===== config.mk =====
export PLATFORM = sky130hd
export DESIGN_NAME = gcd_datapath_flat
export DESIGN_NICKNAME = d
export VERILOG_FILES = /design/src/rtl/gcd_datapath_if.sv /design/src/rtl/gcd_datapath.sv /design/src/flat_wrapper.sv
export SDC_FILE = /design/constraint.sdc
export NUM_CORES = 1
export LEC_CHECK = 0
export ABC_CLOCK_PERIOD_IN_PS = 3900
export CORE_MARGIN = 10
export CORE_UTILIZATION = 57
export DETAILED_ROUTE_END_ITERATION = 8
export GPL_ROUTABILITY_DRIVEN = 0
export PLACE_DENSITY_LB_ADDON = 0.15
export SKIP_CTS_REPAIR_TIMING = 1
export SYNTH_ARGS = -nofsm -noshare
export SYNTH_HDL_FRONTEND = slang
export SYNTH_SLANG_ARGS = --single-unit

===== constraint.sdc =====
create_clock -name clk -period 3.9 [get_ports clk]
set_input_delay 0.78 -clock clk [delete_from_list [all_inputs] [get_ports clk]]
set_output_delay 0.78 -clock clk [all_outputs]
set_load 0.01 [all_outputs]

===== src/rtl/gcd_datapath_if.sv =====
// Host/controller bundle for the subtractive GCD datapath.
// master = host + gcd_controller side, slave = gcd_datapath.
interface gcd_datapath_if #(
    parameter int WIDTH = 8
);
    logic             start;
    logic [WIDTH-1:0] a_in;
    logic [WIDTH-1:0] b_in;
    logic [1:0]       edit_num;
    logic             get_res;
    logic [1:0]       compare;
    logic [WIDTH-1:0] result;
    logic             done;
    logic             busy;

    modport master (
        output start, a_in, b_in, edit_num, get_res,
        input  compare, result, done, busy
    );

    modport slave (
        input  start, a_in, b_in, edit_num, get_res,
        output compare, result, done, busy
    );
endinterface


===== src/rtl/gcd_datapath.sv =====
// Operand registers, compare code and result latch of the subtractive GCD unit.
// Sequencing (which subtract, when to finish) comes from gcd_controller.
module gcd_datapath #(
    parameter int WIDTH = 8
) (
    input  logic          clk,
    input  logic          rst,
    gcd_datapath_if.slave bus
);
    typedef enum logic [1:0] {
        EDIT_HOLD = 2'd0,
        EDIT_A    = 2'd1,
        EDIT_B    = 2'd2,
        EDIT_RSVD = 2'd3
    } edit_e;

    typedef enum logic [1:0] {
        CMP_IDLE = 2'd0,
        CMP_EQ   = 2'd1,
        CMP_AGT  = 2'd2,
        CMP_BGT  = 2'd3
    } cmp_e;

    logic [WIDTH-1:0] a_q, a_d;
    logic [WIDTH-1:0] b_q, b_d;
    logic [WIDTH-1:0] res_q, res_d;
    logic             busy_q, busy_d;
    logic             done_q, done_d;
    logic             load, latch;
    cmp_e             cmp;

    assign load  = bus.start & ~busy_q;
    assign latch = bus.get_res & busy_q;

    always_comb begin
        a_d    = a_q;
        b_d    = b_q;
        res_d  = res_q;
        busy_d = busy_q;
        done_d = 1'b0;
        if (load) begin
            busy_d = 1'b1;
            // A zero operand is replaced by the other one so the loop always ends.
            if (bus.a_in == '0) begin
                a_d = bus.b_in;
                b_d = bus.b_in;
            end else if (bus.b_in == '0) begin
                a_d = bus.a_in;
                b_d = bus.a_in;
            end else begin
                a_d = bus.a_in;
                b_d = bus.b_in;
            end
        end else if (latch) begin
            // get_res beats a simultaneous subtract command.
            res_d  = a_q;
            done_d = 1'b1;
            busy_d = 1'b0;
        end else if (busy_q) begin
            case (edit_e'(bus.edit_num))
                EDIT_A:  a_d = a_q - b_q;
                EDIT_B:  b_d = b_q - a_q;
                default: ;
            endcase
        end
    end

    always_ff @(posedge clk or negedge rst) begin
        if (!rst) begin
            a_q    <= '0;
            b_q    <= '0;
            res_q  <= '0;
            busy_q <= 1'b0;
            done_q <= 1'b0;
        end else begin
            a_q    <= a_d;
            b_q    <= b_d;
            res_q  <= res_d;
            busy_q <= busy_d;
            done_q <= done_d;
        end
    end

    always_comb begin
        cmp = CMP_IDLE;
        if (busy_q) begin
            if (a_q == b_q)     cmp = CMP_EQ;
            else if (a_q > b_q) cmp = CMP_AGT;
            else                cmp = CMP_BGT;
        end
    end

    assign bus.compare = cmp;
    assign bus.result  = res_q;
    assign bus.done    = done_q;
    assign bus.busy    = busy_q;
endmodule


===== src/flat_wrapper.sv =====
// flat-port wrapper written by rule: the top's interface ports become plain ports
module gcd_datapath_flat 
#(
    parameter int WIDTH = 8
)
  (clk, rst, bus_start, bus_a_in, bus_b_in, bus_edit_num, bus_get_res, bus_compare, bus_result, bus_done, bus_busy);
  gcd_datapath_if #(.WIDTH(WIDTH)) bus_i ();
  input  logic clk;
  input  logic rst;
  input wire logic [$bits(bus_i.start)-1:0] bus_start;
  input wire logic [$bits(bus_i.a_in)-1:0] bus_a_in;
  input wire logic [$bits(bus_i.b_in)-1:0] bus_b_in;
  input wire logic [$bits(bus_i.edit_num)-1:0] bus_edit_num;
  input wire logic [$bits(bus_i.get_res)-1:0] bus_get_res;
  output wire logic [$bits(bus_i.compare)-1:0] bus_compare;
  output wire logic [$bits(bus_i.result)-1:0] bus_result;
  output wire logic [$bits(bus_i.done)-1:0] bus_done;
  output wire logic [$bits(bus_i.busy)-1:0] bus_busy;
  assign bus_i.start = bus_start;
  assign bus_i.a_in = bus_a_in;
  assign bus_i.b_in = bus_b_in;
  assign bus_i.edit_num = bus_edit_num;
  assign bus_i.get_res = bus_get_res;
  assign bus_compare = bus_i.compare;
  assign bus_result = bus_i.result;
  assign bus_done = bus_i.done;
  assign bus_busy = bus_i.busy;
  gcd_datapath #(.WIDTH(WIDTH)) u_core (.clk(clk), .rst(rst), .bus(bus_i));
endmodule

==> results.yml <==
run_status:
  status: "complete, no violations"
worst_setup_path:
  r2r_start: "u_core.b_q[0]"
  critPathKind: "reg -> out"
  cp.arrival_ps: 2800
  startpoint_type: "register"
  r2r_cells: 8
  worstReg2RegEnd: "u_core.b_q[6]"
  endpoint_kind: "output port"
  rrSetupSlack_ps: 1630
  cp.required_ps: 3120
  worst-path-max-fanout: 3
floorplanning:
  core_area_mm2: 0.00313
  io_pins: 34
  die_area_mm2: 0.00607
  start_util_pct: 61.1
  rows: 20
  fp.dieH_um: 77.9
  die_x_um: 77.9
place:
  dp.cells: 292
  post-place-ws_ps: 744
  port_buffers: 33
  place_area_mm2: 0.00226
  place_hpwl_um: 3850
route:
  wirelength_um: 5120
  drc: 0
  dr.pass1.iters: 5
  vias: 1819
  post_drt_wl_per_cell_um: 17.3
  drt-initial-drc-count: 146
  via_per_inst: 6.15
  antenna_left: 0
power_and_ir_drop:
  power.leakage_uw: 0.000982
  powerDensity_mw_per_mm2: 697
  vdd_drop_max_uv: 365
clock_tree:
  clk_latency_ps: 330
  clk_pin_slew_ps: 150
  clock_path_buffers: 2
  cts_root_buf: "clkbuf_4"
  cts_inserted_buffers: 3
  cts_tree: "yes"
  h-tree-depth: 1
  cts.sinks: 26
global_routing:
  grt_pass1_wl_um: 8350
  grt_max_degree: 27
  grt_pass1_vias: 1701
  grt_usage_pct: 16.6
  overflow: 0
  antenna_found_initial: 0
finish:
  final_nets: 292
  regArea_um2: 651
  diodes: 0
  fillCellCount: 245
  drive_gt1_share_pct: 3.97
  multi_input_area_mm2: 0.00114
  final_area_mm2: 0.00229
  area.growth.synth_to_final_pct: 19.9
  final_cells: 296
worst_hold_path:
  min_to: "u_core.bus.result[5]"
  hp-start: "u_core.bus.result[5]"
  hold_path.class: "reg -> reg"
  whs_path_depth: 2
sta:
  min_period_over_period_pct: 91.7
  slew_headroom_pct: 40.3
  tns_ps: 0
  fin_crit_ps: 3580
  rsz0062_at_grt: "false"
  slew_viol_final: 0
  hold_violations: 0
  setup_violations: 0
  fmax_mhz: 280
  fin_worst_skew_ps: 16.6
  tightestPinTransition_ps: 896
  setup_ws_ps: 325
  hold_ws_ps: 499
synth:
  synth.area.top_cells: "dfrtp_1, ha_1, a21oi_1"
  synth_top_area_share_pct: 34.0
  syn_area_mm2: 0.00191
  ys_ff_latch: 26
  yosysWarnings: 0
  synth_area_per_cell_um2: 8.46
  synth_ff_type: "dfrtp_1"
  synth_nets: 265
  synth_cell_type_count: 42
  synth_edf_count: 0
  ys_seq_area_share_pct: 34.0
  syn-instance-count: 226
  synth_top_area_cell: "dfrtp_1"
  async_reset_ff_share_pct: 100
job:
  max-cap-violations: 0
[kinds of logic (layout without fill, tap and decap cells)]
group	count (synthesis)	count (layout)	share of synthesized area, %
DFF	26	26	34.0
and+or+nand+nor	65	65	18.1
muxes	3	3	1.77
buffers and inverters	30	56	6.28
AOI/OAI and AO/OA	81	81	26.0
adders and majority gates	17	17	11.9
xor gates and xnor gates	4	4	1.83
[cells in the mapped netlist, drive strengths merged, types with 2 or more instances]
| master | number |
|---|---|
| o221ai | 3 |
| clkbuf | 12 |
| a31oi | 3 |
| o21ai | 19 |
| o21a | 6 |
| mux2 | 3 |
| fa | 2 |
| nand3 | 9 |
| xnor2 | 2 |
| a211oi | 9 |
| or4 | 3 |
| xor2 | 2 |
| nand4 | 2 |
| nor4 | 2 |
| a311oi | 2 |
| nor2 | 14 |
| a21o | 3 |
| inv | 17 |
| nand2b | 3 |
| nand4bb | 2 |
| a21oi | 28 |
| nand2 | 17 |
| nor2b | 5 |
| o31ai | 2 |
| nor3 | 3 |
| ha | 15 |
| dfrtp | 26 |
[power breakdown]
| part | switching (uW) | internal (uW) | total, uW |
|---|---|---|---|
| Combinational | 570 | 449 | 1020 |
| Sequential | 71.4 | 366 | 438 |
| Clock | 83.9 | 57.2 | 141 |
[per-layer routing]
metal | GRT usage [%] | vias up | routed length (um)
met4 | 5.02 | 0 | 75
met5 | 0 | - | 0
li1 | - | 869 | -
met3 | 3.46 | 11 | 449
met1 | 23.2 | 832 | 2370
met2 | 24.8 | 107 | 2220
[critical path, cell delays in order (launching register included)]
cell and delay (ps):
dfrtp_1 400, inv_1 70, ha_1 210, fa_1 390
nor2b_1 250, o31ai_1 130, a21oi_1 250, a211oi_1 120
o21a_1 180, clkdlybuf4s50_1 480
[cell usage in the layout, fill, tap and decap left out, types with 3 or more instances in the layout]
master / synthesis / final
or4_1: 3 / 3
nand2b_1: 3 / 3
dfrtp_1: 26 / 26
a21o_1: 3 / 3
nor2_1: 14 / 14
clkdlybuf4s50_1: 0 / 33
nor3_1: 3 / 3
o21a_1: 6 / 6
nor2b_1: 5 / 5
nand3_1: 9 / 9
nand2_1: 17 / 17
a211oi_1: 9 / 9
clkbuf_4: 0 / 3
o21ai_1: 6 / 6
o21ai_0: 13 / 13
ha_1: 15 / 15
o221ai_1: 3 / 3
a21oi_1: 28 / 28
inv_1: 17 / 17
a31oi_1: 3 / 3
[per-stage QoR]
step	power, uW	utilization (%)
floorplan	1130	-
global placement	1400	72.1
detailed placement	1430	72.1
CTS	1580	73.3
global route	1730	73.3
finish	1600	73.3
[final cells by class]
cell class	count	area share (%)
Tap cell	44	2.40
Clock buffer	4	1.58
Timing Repair Buffer	35	15.1
Inverter	17	2.78
Multi-Input combinational cell	170	49.8
Sequential cell	26	28.4
[registers in the layout, summed over array words and instances (netlist names)]
register,cells
u_core.a_q,8
u_core.b_q,8
u_core.bus.busy,1
u_core.bus.done,1
u_core.bus.result,8
[worst max path at each step]
stage	startpoint	to	slack (ps)
floorplan	u_core.b_q[2]	bus_compare[0]	1360
global placement	u_core.b_q[2]	bus_compare[0]	810
detailed placement	u_core.b_q[2]	bus_compare[0]	740
CTS	u_core.a_q[0]	bus_compare[0]	330
global route	u_core.b_q[2]	bus_compare[0]	110
finish	u_core.a_q[0]	bus_compare[0]	320
Power figures use the tool's default switching activity.
